`src/rtl/ili9341_spi_cmd_decoder.sv`:
```
// ili9341_spi_cmd_decoder
//   Display-side decoder for the ILI9341 4-wire SPI link. It synchronises
//   SCK/CS_n/DC/MOSI into clk, rebuilds bytes, and tracks the
//   CASET/PASET/RAMWR/SLPOUT/DISPON/MADCTL/COLMOD state. During RAMWR it
//   emits RGB565 pixels together with their x/y addresses.
// Ports
//   clk, rst                 system clock (>= 4x sclk), async active-high reset
//   sclk, cs_n, dc, mosi     raw SPI pins (mode 0, MSB first)
//   byte_valid/byte_data/byte_is_cmd   received byte strobe and payload
//   col_start/col_end/page_start/page_end   committed address window
//   sleep_out, disp_on, madctl, colmod      panel mode state
//   pixel_valid/pixel_data/pixel_x/pixel_y  decoded RGB565 pixel stream
//   unknown_cmd              pulse on an undecoded command byte
// Optional feature macro: ILI_DEC_STATS_EN adds cmd_count, pixel_count and
//   frame_done; without it those ports and counters are absent.
module ili9341_spi_cmd_decoder #(
  parameter int unsigned SYNC_STAGES = 2,
  parameter logic [15:0] COL_RST     = 16'h00EF,
  parameter logic [15:0] PAGE_RST    = 16'h013F
) (
  input  logic        clk,
  input  logic        rst,
  input  logic        sclk,
  input  logic        cs_n,
  input  logic        dc,
  input  logic        mosi,
  output logic        byte_valid,
  output logic [7:0]  byte_data,
  output logic        byte_is_cmd,
  output logic [15:0] col_start,
  output logic [15:0] col_end,
  output logic [15:0] page_start,
  output logic [15:0] page_end,
  output logic        sleep_out,
  output logic        disp_on,
  output logic [7:0]  madctl,
  output logic [7:0]  colmod,
  output logic        pixel_valid,
  output logic [15:0] pixel_data,
  output logic [15:0] pixel_x,
  output logic [15:0] pixel_y,
  output logic        unknown_cmd
`ifdef ILI_DEC_STATS_EN
  ,
  output logic [15:0] cmd_count,
  output logic [31:0] pixel_count,
  output logic        frame_done
`endif
);

  localparam int unsigned BYTE_W  = 8;
  localparam int unsigned COORD_W = 16;
  localparam int unsigned CNT_W   = 3;

  typedef enum logic [2:0] {
    ST_IDLE, ST_CASET, ST_PASET, ST_MADCTL, ST_COLMOD, ST_RAMWR, ST_SKIP
  } state_t;

  // Pin synchronisers; cs_n resets to the deselected level.
  logic [SYNC_STAGES-1:0] sclk_sync, cs_sync, dc_sync, mosi_sync;
  logic                   sclk_q;
  logic                   sclk_s, cs_s, dc_s, mosi_s, sclk_rise;

  always_ff @(posedge clk or posedge rst) begin
    if (rst) begin
      sclk_sync <= '0;
      cs_sync   <= '1;
      dc_sync   <= '0;
      mosi_sync <= '0;
      sclk_q    <= 1'b0;
    end else begin
      sclk_sync <= {sclk_sync[SYNC_STAGES-2:0], sclk};
      cs_sync   <= {cs_sync[SYNC_STAGES-2:0], cs_n};
      dc_sync   <= {dc_sync[SYNC_STAGES-2:0], dc};
      mosi_sync <= {mosi_sync[SYNC_STAGES-2:0], mosi};
      sclk_q    <= sclk_s;
    end
  end

  assign sclk_s    = sclk_sync[SYNC_STAGES-1];
  assign cs_s      = cs_sync[SYNC_STAGES-1];
  assign dc_s      = dc_sync[SYNC_STAGES-1];
  assign mosi_s    = mosi_sync[SYNC_STAGES-1];
  assign sclk_rise = sclk_s & ~sclk_q;

  // Byte assembly; deselect discards any partially shifted byte.
  logic [CNT_W-1:0]  bit_cnt;
  logic [BYTE_W-2:0] shift_q;

  always_ff @(posedge clk or posedge rst) begin
    if (rst) begin
      bit_cnt     <= '0;
      shift_q     <= '0;
      byte_valid  <= 1'b0;
      byte_data   <= '0;
      byte_is_cmd <= 1'b0;
    end else begin
      byte_valid <= 1'b0;
      if (cs_s) begin
        bit_cnt <= '0;
      end else if (sclk_rise) begin
        shift_q <= {shift_q[BYTE_W-3:0], mosi_s};
        bit_cnt <= bit_cnt + CNT_W'(1);
        if (bit_cnt == CNT_W'(BYTE_W - 1)) begin
          byte_valid  <= 1'b1;
          byte_data   <= {shift_q, mosi_s};
          byte_is_cmd <= ~dc_s;
        end
      end
    end
  end

  // Command decoder state and its next-state values.
  state_t             state, state_d;
  logic [1:0]         param_idx, param_idx_d;
  logic [COORD_W-1:0] sh_start, sh_start_d;
  logic [BYTE_W-1:0]  sh_end_hi, sh_end_hi_d;
  logic               hi_flag, hi_flag_d;
  logic [BYTE_W-1:0]  hi_byte, hi_byte_d;
  logic [COORD_W-1:0] x_cnt, x_cnt_d, y_cnt, y_cnt_d;
  logic [COORD_W-1:0] col_start_d, col_end_d, page_start_d, page_end_d;
  logic               sleep_out_d, disp_on_d;
  logic [BYTE_W-1:0]  madctl_d, colmod_d;
  logic               pixel_valid_d, unknown_cmd_d;
  logic [COORD_W-1:0] pixel_data_d, pixel_x_d, pixel_y_d;
`ifdef ILI_DEC_STATS_EN
  logic               frame_wrap_d;
`endif

  always_ff @(posedge clk or posedge rst) begin
    if (rst) begin
      state       <= ST_IDLE;
      param_idx   <= '0;
      sh_start    <= '0;
      sh_end_hi   <= '0;
      hi_flag     <= 1'b0;
      hi_byte     <= '0;
      x_cnt       <= '0;
      y_cnt       <= '0;
      col_start   <= '0;
      col_end     <= COL_RST;
      page_start  <= '0;
      page_end    <= PAGE_RST;
      sleep_out   <= 1'b0;
      disp_on     <= 1'b0;
      madctl      <= '0;
      colmod      <= 8'h66;
      pixel_valid <= 1'b0;
      pixel_data  <= '0;
      pixel_x     <= '0;
      pixel_y     <= '0;
      unknown_cmd <= 1'b0;
    end else begin
      state       <= state_d;
      param_idx   <= param_idx_d;
      sh_start    <= sh_start_d;
      sh_end_hi   <= sh_end_hi_d;
      hi_flag     <= hi_flag_d;
      hi_byte     <= hi_byte_d;
      x_cnt       <= x_cnt_d;
      y_cnt       <= y_cnt_d;
      col_start   <= col_start_d;
      col_end     <= col_end_d;
      page_start  <= page_start_d;
      page_end    <= page_end_d;
      sleep_out   <= sleep_out_d;
      disp_on     <= disp_on_d;
      madctl      <= madctl_d;
      colmod      <= colmod_d;
      pixel_valid <= pixel_valid_d;
      pixel_data  <= pixel_data_d;
      pixel_x     <= pixel_x_d;
      pixel_y     <= pixel_y_d;
      unknown_cmd <= unknown_cmd_d;
    end
  end

  always_comb begin
    state_d       = state;
    param_idx_d   = param_idx;
    sh_start_d    = sh_start;
    sh_end_hi_d   = sh_end_hi;
    hi_flag_d     = hi_flag;
    hi_byte_d     = hi_byte;
    x_cnt_d       = x_cnt;
    y_cnt_d       = y_cnt;
    col_start_d   = col_start;
    col_end_d     = col_end;
    page_start_d  = page_start;
    page_end_d    = page_end;
    sleep_out_d   = sleep_out;
    disp_on_d     = disp_on;
    madctl_d      = madctl;
    colmod_d      = colmod;
    pixel_valid_d = 1'b0;
    pixel_data_d  = pixel_data;
    pixel_x_d     = pixel_x;
    pixel_y_d     = pixel_y;
    unknown_cmd_d = 1'b0;
`ifdef ILI_DEC_STATS_EN
    frame_wrap_d  = 1'b0;
`endif

    // Deselect drops a half-received pixel but keeps the decoder state.
    if (cs_s) hi_flag_d = 1'b0;

    if (byte_valid && byte_is_cmd) begin
      param_idx_d = '0;
      hi_flag_d   = 1'b0;
      case (byte_data)
        8'h2A: state_d = ST_CASET;
        8'h2B: state_d = ST_PASET;
        8'h36: state_d = ST_MADCTL;
        8'h3A: state_d = ST_COLMOD;
        8'h2C: begin
          state_d = ST_RAMWR;
          x_cnt_d = col_start;
          y_cnt_d = page_start;
        end
        8'h11: begin sleep_out_d = 1'b1; state_d = ST_IDLE; end
        8'h10: begin sleep_out_d = 1'b0; state_d = ST_IDLE; end
        8'h29: begin disp_on_d   = 1'b1; state_d = ST_IDLE; end
        8'h28: begin disp_on_d   = 1'b0; state_d = ST_IDLE; end
        8'h00: state_d = ST_IDLE;
        default: begin
          state_d       = ST_SKIP;
          unknown_cmd_d = 1'b1;
        end
      endcase
    end else if (byte_valid) begin
      case (state)
        ST_CASET, ST_PASET: begin
          param_idx_d = param_idx + 2'd1;
          case (param_idx)
            2'd0: sh_start_d[15:8] = byte_data;
            2'd1: sh_start_d[7:0]  = byte_data;
            2'd2: sh_end_hi_d      = byte_data;
            default: begin
              // Window commits only once all four parameters arrived.
              if (state == ST_CASET) begin
                col_start_d = sh_start;
                col_end_d   = {sh_end_hi, byte_data};
              end else begin
                page_start_d = sh_start;
                page_end_d   = {sh_end_hi, byte_data};
              end
              state_d = ST_SKIP;
            end
          endcase
        end
        ST_MADCTL: begin madctl_d = byte_data; state_d = ST_SKIP; end
        ST_COLMOD: begin colmod_d = byte_data; state_d = ST_SKIP; end
        ST_RAMWR: begin
          if (!hi_flag) begin
            hi_byte_d = byte_data;
            hi_flag_d = 1'b1;
          end else begin
            hi_flag_d     = 1'b0;
            pixel_valid_d = 1'b1;
            pixel_data_d  = {hi_byte, byte_data};
            pixel_x_d     = x_cnt;
            pixel_y_d     = y_cnt;
            // Only equality ends a row; start > end rolls through 16'hFFFF.
            if (x_cnt == col_end) begin
              x_cnt_d = col_start;
              if (y_cnt == page_end) begin
                y_cnt_d = page_start;
`ifdef ILI_DEC_STATS_EN
                frame_wrap_d = 1'b1;
`endif
              end else begin
                y_cnt_d = y_cnt + COORD_W'(1);
              end
            end else begin
              x_cnt_d = x_cnt + COORD_W'(1);
            end
          end
        end
        default: ;
      endcase
    end
  end

`ifdef ILI_DEC_STATS_EN
  // Saturating link statistics.
  always_ff @(posedge clk or posedge rst) begin
    if (rst) begin
      cmd_count   <= '0;
      pixel_count <= '0;
      frame_done  <= 1'b0;
    end else begin
      frame_done <= frame_wrap_d;
      if (byte_valid && byte_is_cmd && (cmd_count != 16'hFFFF))
        cmd_count <= cmd_count + 16'd1;
      if (pixel_valid_d && (pixel_count != 32'hFFFF_FFFF))
        pixel_count <= pixel_count + 32'd1;
    end
  end
`endif

endmodule

```
`config.mk`:
```
export PLATFORM = sky130hd
export DESIGN_NAME = ili9341_spi_cmd_decoder
export DESIGN_NICKNAME = d
export VERILOG_FILES = /design/src/rtl/ili9341_spi_cmd_decoder.sv
export SDC_FILE = /design/constraint.sdc
export NUM_CORES = 1
export LEC_CHECK = 0
export ABC_AREA = 1
export CAP_MARGIN = 20
export CORE_MARGIN = 4
export CORE_UTILIZATION = 30
export CTS_BUF_LIST = sky130_fd_sc_hd__clkbuf_4 sky130_fd_sc_hd__clkbuf_8 sky130_fd_sc_hd__clkbuf_16
export CTS_CLUSTER_SIZE = 12
export DETAILED_ROUTE_END_ITERATION = 10
export GPL_TIMING_DRIVEN = 0
export HOLD_SLACK_MARGIN = 0.1
export PLACE_DENSITY = 0.61
export SLEW_MARGIN = 20
export SYNTH_ARGS = -nofsm -noshare
export SYNTH_HDL_FRONTEND = slang
export SYNTH_SLANG_ARGS = --single-unit
```
`constraint.sdc`:
```
create_clock -name clk -period 17.4 [get_ports clk]
set_clock_uncertainty 0.05 [all_clocks]
set_input_delay 4.35 -clock clk [delete_from_list [all_inputs] [get_ports clk]]
set_output_delay 4.35 -clock clk [all_outputs]
set_load 0.05 [all_outputs]
```
### Word level (Yosys, flattened, before mapping)

Cells that the tools add are included.

| word-level totals | value |
|---|---|
| register bits after elaboration | 231 |
| input port bits | 6 |
| logic and storage cells | 138 |

| operators by class | value |
|---|---|
| add/sub/neg operators | 4 |
| equal/unequal tests | 21 |
| muxes and demuxes | 39 |
| bitwise logic cells | 8 |
| reduce and logical (&&, ||, !) cells | 34 |

Operators by type and width:

| cell | number |
|---|---|
| $mux W16 | 13 |
| $eq A8 B6 Y1 const B | 7 |
| $add A16 B1 Y16 const B | 2 |
| $eq A16 B16 Y1 | 2 |
| $reduce_and A4 Y1 | 6 |
| $pmux W3 S6 | 1 |
| $eq A8 B5 Y1 const B | 2 |
| $reduce_bool A2 Y1 | 8 |
| $mux W3 | 5 |
| $reduce_and A5 Y1 | 3 |
| $mux W1 | 14 |
| $reduce_and A3 Y1 | 4 |
| $reduce_or A10 Y1 | 1 |
| $eq A3 B3 Y1 const B | 3 |
| $logic_not A8 Y1 | 1 |
| $reduce_and A2 Y1 | 4 |
| $not A1 Y1 | 7 |
| $eq A3 B2 Y1 const B | 2 |
| $mux W2 | 3 |
| $pmux W3 S2 | 1 |
| $reduce_or A5 Y1 | 1 |
| $pmux W1 S2 | 2 |
| $reduce_or A2 Y1 | 2 |
| $add A3 B1 Y3 const B | 1 |
| other kinds (11) | 11 |

### Depth between registers and ports, before layout

Gate-level depths: netlist of the first run.

| logic depth | value |
|---|---|
| word-level depth | 7 |
| depth in mapped cells | 14 |

### Worst setup path after synthesis of the first run

OpenSTA, ideal clock, no wires.

| timing path | value |
|---|---|
| kind | register to output |
| from | register byte_is_cmd |
| to | output byte_is_cmd |
| arrival | 694 ps |
| data required time | 13000 ps |
| setup slack | 12306 ps |
| cell stages (with the launch flop) | 1 |
| buffers on the path | 0 |
| cell sequence | dfrtp_1 |

RTL lines:

| element | RTL line | source |
|---|---|---|
| start: declaration | 29 | `output logic byte_is_cmd,` |
| start signal: assignment | 107 | `byte_is_cmd <= ~dc_s;` |

No word-level cell between the ends.

### Worst setup path in the final report of the first run

| timing path | value |
|---|---|
| from | register page_end[4] |
| to | output page_end[4] |

RTL lines:

| element | RTL line | source |
|---|---|---|
| start: declaration | 33 | `output logic [15:0] page_end,` |
| start signal: assignment | 165 | `page_end <= page_end_d;` |

No word-level cell between the ends.

==> results of run 1 <==
-- cells in the mapped netlist --
library cell / count / share of area
nand2_1: 440 / 0.16
dfrtp_1: 211 / 0.50
o21ai_0: 163 / 0.077
inv_1: 141 / 0.050
nand3_1: 65 / 0.031
nor2_1: 63 / 0.022
clkbuf_1: 26 / 0.0092
o21ai_1: 25 / 0.012
dfstp_2: 20 / 0.050
xor2_1: 17 / 0.014
buf_2: 16 / 0.0076
inv_2: 14 / 0.0050
a21oi_1: 11 / 0.0052
nand4_1: 10 / 0.0059
ha_1: 8 / 0.0095
nor3_1: 7 / 0.0033
a21oi_2: 6 / 0.0050
buf_6: 5 / 0.0053
a22o_1: 4 / 0.0033
o21ai_2: 4 / 0.0033
buf_4: 3 / 0.0021
nand2_2: 3 / 0.0018
nand4_2: 3 / 0.0036
nor2_2: 3 / 0.0018
a21boi_0: 2 / 0.0014
buf_1: 2 / 0.00071
nand3_2: 2 / 0.0019
nor2_4: 2 / 0.0021
nor4_1: 2 / 0.0012
xnor2_1: 2 / 0.0017
and3_1: 1 / 0.00059
buf_8: 1 / 0.0014
nand2_4: 1 / 0.0011
nor3_4: 1 / 0.0015
o211ai_1: 1 / 0.00071
or2_1: 1 / 0.00059
-- state kept, by name, indices dropped and copies added, names as in the netlist, 2 cells and up --
| signal | count |
|---|---|
| sh_end_hi | 8 |
| x_cnt | 16 |
| page_end | 16 |
| bit_cnt | 3 |
| shift_q | 7 |
| dc_sync | 2 |
| page_start | 16 |
| pixel_x | 16 |
| sh_start | 16 |
| col_end | 16 |
| col_start | 16 |
| state | 3 |
| colmod | 8 |
| pixel_data | 16 |
| mosi_sync | 2 |
| cs_sync | 2 |
| sclk_sync | 2 |
| hi_byte | 8 |
| param_idx | 2 |
| byte_data | 8 |
| madctl | 8 |
| y_cnt | 16 |
| pixel_y | 16 |
-- cells in the final DEF (no fill, tap or decap), drive strengths merged --
cell type	n
nand2	444
nor2	68
nand3	67
or2	1
nor4	2
inv	156
buf	29
clkbuf	66
a21oi	17
and3	1
a22o	4
a21boi	2
diode	1
nand4	13
clkinvlp	1
ha	8
xnor2	2
clkdlybuf4s50	147
dfstp	20
nor3	8
clkinv	6
xor2	17
bufinv	1
dfrtp	211
o211ai	1
o21ai	192
-- where the power goes --
part	switching [mW]	internal (mW)	leakage, nW
sequential	0.00234	0.543	3.13
combinational	0.0140	0.00416	2.36
clock	0.225	0.340	0.455
-- layer usage --
| layer | wire length (um) | vias up | GRT usage |
|---|---|---|---|
| met4 | 1180 | 0 | 0.0579 |
| met3 | 1750 | 69 | 0.0245 |
| li1 | - | 4408 | - |
| met2 | 15200 | 252 | 0.275 |
| met1 | 14800 | 4311 | 0.234 |
| met5 | 0 | - | 0 |
-- path summary, 6_finish.rpt --
kind                       cells after the start  slack [ns]                      end                     from
min in group asynchronous                      2        4.22    pixel_valid$_DFF_PP0_                      rst
max in group asynchronous                      4       11.92  page_end[0]$_DFFE_PP1P_                      rst
setup reg to reg                               6       15.13     x_cnt[7]$_DFFE_PP0P_  byte_is_cmd$_DFFE_PP0P_
setup / recovery                               1       11.06              page_end[4]  page_end[4]$_DFFE_PP1P_
hold / removal                                 0        0.30   mosi_sync[1]$_DFF_PP0_   mosi_sync[0]$_DFF_PP0_
hold reg to reg                                0        0.30   mosi_sync[1]$_DFF_PP0_   mosi_sync[0]$_DFF_PP0_
-- logic make-up (layout without fill, tap and decap cells) --
logic type | count (synthesis) | count (layout) | synth area share
compound gates | 216 | 216 | 0.108
xor+xnor | 19 | 19 | 0.0158
fa+ha+maj | 8 | 8 | 0.00948
buf+inv | 208 | 406 | 0.0816
flops | 231 | 231 | 0.550
other cells | 0 | 1 | 0
simple gates | 604 | 604 | 0.235
-- final cells by class --
| class | count | area share |
|---|---|---|
| antenna | 1 | 0.000185 |
| sequential | 231 | 0.428 |
| clock buffer | 40 | 0.0603 |
| buffer | 53 | 0.0206 |
| timing repair buffer | 149 | 0.113 |
| inverter | 155 | 0.0435 |
| multi-input combinational | 847 | 0.287 |
| tap | 455 | 0.0420 |
| clock inverter | 9 | 0.00609 |
==> impl_metrics.json, run 1 <==
{
  "path_cells": "clkdlybuf4s50_1",
  "die_area_um2": 38200,
  "cap_violations": 0,
  "fin_crit_ns": 6.34,
  "cts_resized": 0,
  "timing.critical_path.from_type": "flop",
  "clk_latency_ns": 0.53,
  "post-cts-setup-buffers": 0,
  "detailed_place_hpwl_um": 24100,
  "syn_inst": 1286,
  "grt_pass1_wl_um": 51800,
  "overflow": 0,
  "regArea_um2": 5810,
  "num_rows": 68,
  "clk_path_buf_depth": 3,
  "placed_area_um2": 12700,
  "synth-seq-cells": 231,
  "antenna_found_initial": 0,
  "initial_utilization": 0.305,
  "core-area_um2": 34600,
  "final_cells": 1940,
  "hold_slack_ns": 0.296,
  "areaGrowthSynthToFinish_pct": 28.5,
  "crit_path_top_delay_cell": "clkdlybuf4s50_1",
  "track_usage": 0.170,
  "fmax_ghz": 0.158,
  "crit_type": "reg2out",
  "fp.dieH_um": 196,
  "postLayoutSetupSlackWorst_ns": 11.06,
  "crit_required_ns": 13.00,
  "power_density_nw_per_um2": 83.1,
  "totalWireLength_um": 33000,
  "first_global_vias": 8916,
  "multiInputGateArea_um2": 3890,
  "cpPeakStageDelay_ns": 0.83,
  "first_iter_violations": 689,
  "io_pins": 148,
  "fin_nets": 1478,
  "peakVddDrop_uv": 81.4,
  "syn-num-nets": 1300,
  "cts.clk_slew.worst_paths_ns": 0.06,
  "ys_warn_count": 0,
  "wl_per_cell_um": 17.0,
  "cts_buffers": 27,
  "end_kind": "output pin",
  "cp_top_family": "buffers and inverters",
  "post-route-util": 0.392,
  "vias": 9040,
  "antenna_left": 0,
  "chipWidth_um": 196,
  "setup_tns_ns": 0,
  "max_slew_margin": 0.450,
  "gp_congestion": 0.887,
  "rsz0062_at_grt": "no",
  "synth_seq_area_share": 0.550,
  "hold_path.class": "reg2reg",
  "drc": 0,
  "io_buffer_count": 147,
  "grt_max_degree": 84,
  "via_per_inst": 4.66,
  "synth.cell_area_um2": 10600,
  "cts_sinks": 231,
  "tritoncts": "built",
  "leakage_nw": 5.95,
  "htreeDepth": 1,
  "firstDrtPassIters": 5,
  "drive_above_1_share": 0.0916,
  "period_share": 0.364,
  "outcome": "finished, final reports clean",
  "clock_tree.root_cell": "clkbuf_16",
  "critPathBufInv": 1,
  "worstMarginPinSlew_ns": 0.825,
  "holdBufCountCts": 0,
  "critPathMaxFanout": 4,
  "final-hold-violation-count": 0,
  "critical_path_arrival_ns": 1.94,
  "avgSynthCellArea_um2": 8.21,
  "fillCellCount": 3481,
  "totalPowerFinal_mw": 1.13,
  "stdcell_area_um2": 13600,
  "dp_worst_setup_slack_ns": 11.24,
  "finalMaxSlewViolations": 0,
  "setup_viol": 0,
  "synth_cell_types": 36,
  "dp_cells": 1890
}
(Power assumes the default switching activity.)
==> run 2, diff against run 1 <==
clock period = 6.1 ns   (was 17.4 ns; I/O delays follow)
==> run 2 against run 1 <==
Clock power rose to 2.9 times the previous value. Die area unchanged. Final cell count increased by 0.21%. Critical path depth unchanged. Non-clock buffer count increased by 6. Routed wire length grew 1.1%. Setup slack got worse by 8.5 ns. First-iteration DRC count down 6.8%. Critical endpoint is now byte_is_cmd. Highest routed layer unchanged.
==> impl_metrics.json, run 2 (synthesis gave the netlist of run 1 again) <==
{
  "fin_crit_ns": 3.52,
  "detailed_place_hpwl_um": 24600,
  "outcome": "finished, final reports clean",
  "first_global_vias": 9054,
  "final_cells": 1944,
  "fmax_ghz": 0.284,
  "comb_power_share": 0.019,
  "placed_area_um2": 12800,
  "worstMarginPinSlew_ns": 0.820,
  "first_iter_violations": 642,
  "cp_top_family": "buffers and inverters",
  "crit_type": "reg2out",
  "firstDrtPassIters": 5,
  "drive_above_1_share": 0.0947,
  "htreeDepth": 1,
  "core-area_um2": 34600,
  "cts_buffers": 26,
  "holdBufCountCts": 0,
  "grt_max_degree": 34,
  "totalWireLength_um": 33300,
  "mostFrequentLayoutCells": "440 x nand2_1, 211 x dfrtp_1, 163 x o21ai_0",
  "peakVddDrop_uv": 222,
  "cpPeakStageDelay_ns": 0.88,
  "areaGrowthSynthToFinish_pct": 29.5,
  "postLayoutSetupSlackWorst_ns": 2.58,
  "power_density_nw_per_um2": 237,
  "finalMaxSlewViolations": 0,
  "totalPowerFinal_mw": 3.24,
  "gp_congestion": 0.885,
  "fp.dieH_um": 196,
  "drc": 0,
  "final-hold-violation-count": 0,
  "p_int_mw": 2.56,
  "timing.critical_path.from_type": "flop",
  "overflow": 0,
  "end_kind": "output pin",
  "clock_tree.root_cell": "clkbuf_16",
  "path_cells": "clkdlybuf4s50_1",
  "via_per_inst": 4.70,
  "wl_per_cell_um": 17.1,
  "cap_violations": 0,
  "final_common_cell": "nand2_1",
  "dp_worst_setup_slack_ns": 3.05,
  "dp_cells": 1896,
  "antenna_found_initial": 0,
  "track_usage": 0.171,
  "chipWidth_um": 196,
  "critical_path_arrival_ns": 1.94,
  "p_sw_mw": 0.681,
  "antenna_left": 0,
  "critPathMaxFanout": 6,
  "cts_resized": 0,
  "tritoncts": "built",
  "fillCellCount": 3476,
  "diodes": 0,
  "initial_utilization": 0.305,
  "netSwitchingFraction": 0.210,
  "period_share": 0.576,
  "cts.clk_slew.worst_paths_ns": 0.06,
  "max_slew_margin": 0.453,
  "leakage_nw": 6.00,
  "stdcell_area_um2": 13700,
  "rsz0062_at_grt": "no",
  "power_frac_clock": 0.501,
  "clk_latency_ns": 0.54,
  "post-cts-setup-buffers": 0,
  "num_rows": 68,
  "hold_path.class": "reg2reg",
  "clk_path_buf_depth": 3,
  "io_pins": 148,
  "fin_nets": 1483,
  "die_area_um2": 38200,
  "grt_pass1_wl_um": 52200,
  "crit_path_top_delay_cell": "clkdlybuf4s50_1",
  "setup_viol": 0,
  "vias": 9138,
  "cts_sinks": 231,
  "critPathBufInv": 1,
  "p_seq_frac": 0.480,
  "io_buffer_count": 147,
  "crit_required_ns": 4.53
}
[run 2: cell types whose count changed in the layout (fill, tap and decap cells not counted)]
| cell | delta |
|---|---|
| buf_12 | +6 |
| bufinv_16 | +1 |
| clkbuf_4 | +4 |
| clkbuf_8 | -3 |
| clkinv_2 | -1 |
| clkinv_4 | -1 |
| diode_2 | -1 |
| inv_6 | +1 |
| inv_8 | -2 |
[run 2: cell type report]
class	instances	area, um^2	share of cell area
inverter	155	586	0.0428
timing repair buffer	155	1650	0.120
clock inverter	7	88.8	0.00650
tap	455	569	0.0416
clock buffer	41	806	0.0589
sequential	231	5810	0.425
multi-input combinational	847	3890	0.284
buffer	53	279	0.0204
[run 2: path summary, 6_finish.rpt]
check                                         from                       to  slack, ns  cells after the start
max in group asynchronous                      rst  page_end[2]$_DFFE_PP1P_       3.65                      5
hold reg to reg             mosi_sync[0]$_DFF_PP0_   mosi_sync[1]$_DFF_PP0_       0.30                      0
setup reg to reg           byte_is_cmd$_DFFE_PP0P_     x_cnt[1]$_DFFE_PP0P_       3.83                      6
setup / recovery           byte_is_cmd$_DFFE_PP0P_              byte_is_cmd       2.58                      1
min in group asynchronous                      rst    madctl[7]$_DFFE_PP0P_       1.31                      2
hold / removal              mosi_sync[0]$_DFF_PP0_   mosi_sync[1]$_DFF_PP0_       0.30                      0
[run 2: through the flow]
stage,util,hold slack [ns],TNS [ns]
detailed placement,0.369,0.286,0
global placement,0.364,0.282,-62.40
global route,0.395,0.312,0
CTS,0.395,0.299,0
finish,0.395,0.296,0
floorplan,-,0.281,0
[run 2: routing by layer]
metal / track usage / wire length, um
met5: 0 / 0
met2: 0.272 / 15200
met3: 0.0328 / 1870
met1: 0.236 / 15100
met4: 0.0579 / 1180
[run 2: power groups by stage]
stage / Sequential, mW / Combinational [mW] / Clock (mW)
2_1_floorplan: 1.58 / 0.0338 / 0
3_3_place_gp: 1.58 / 0.0483 / 0
3_5_place_dp: 1.58 / 0.0638 / 0
4_1_cts: 1.55 / 0.0640 / 1.66
5_1_grt: 1.55 / 0.0710 / 1.73
6_report: 1.55 / 0.0613 / 1.62
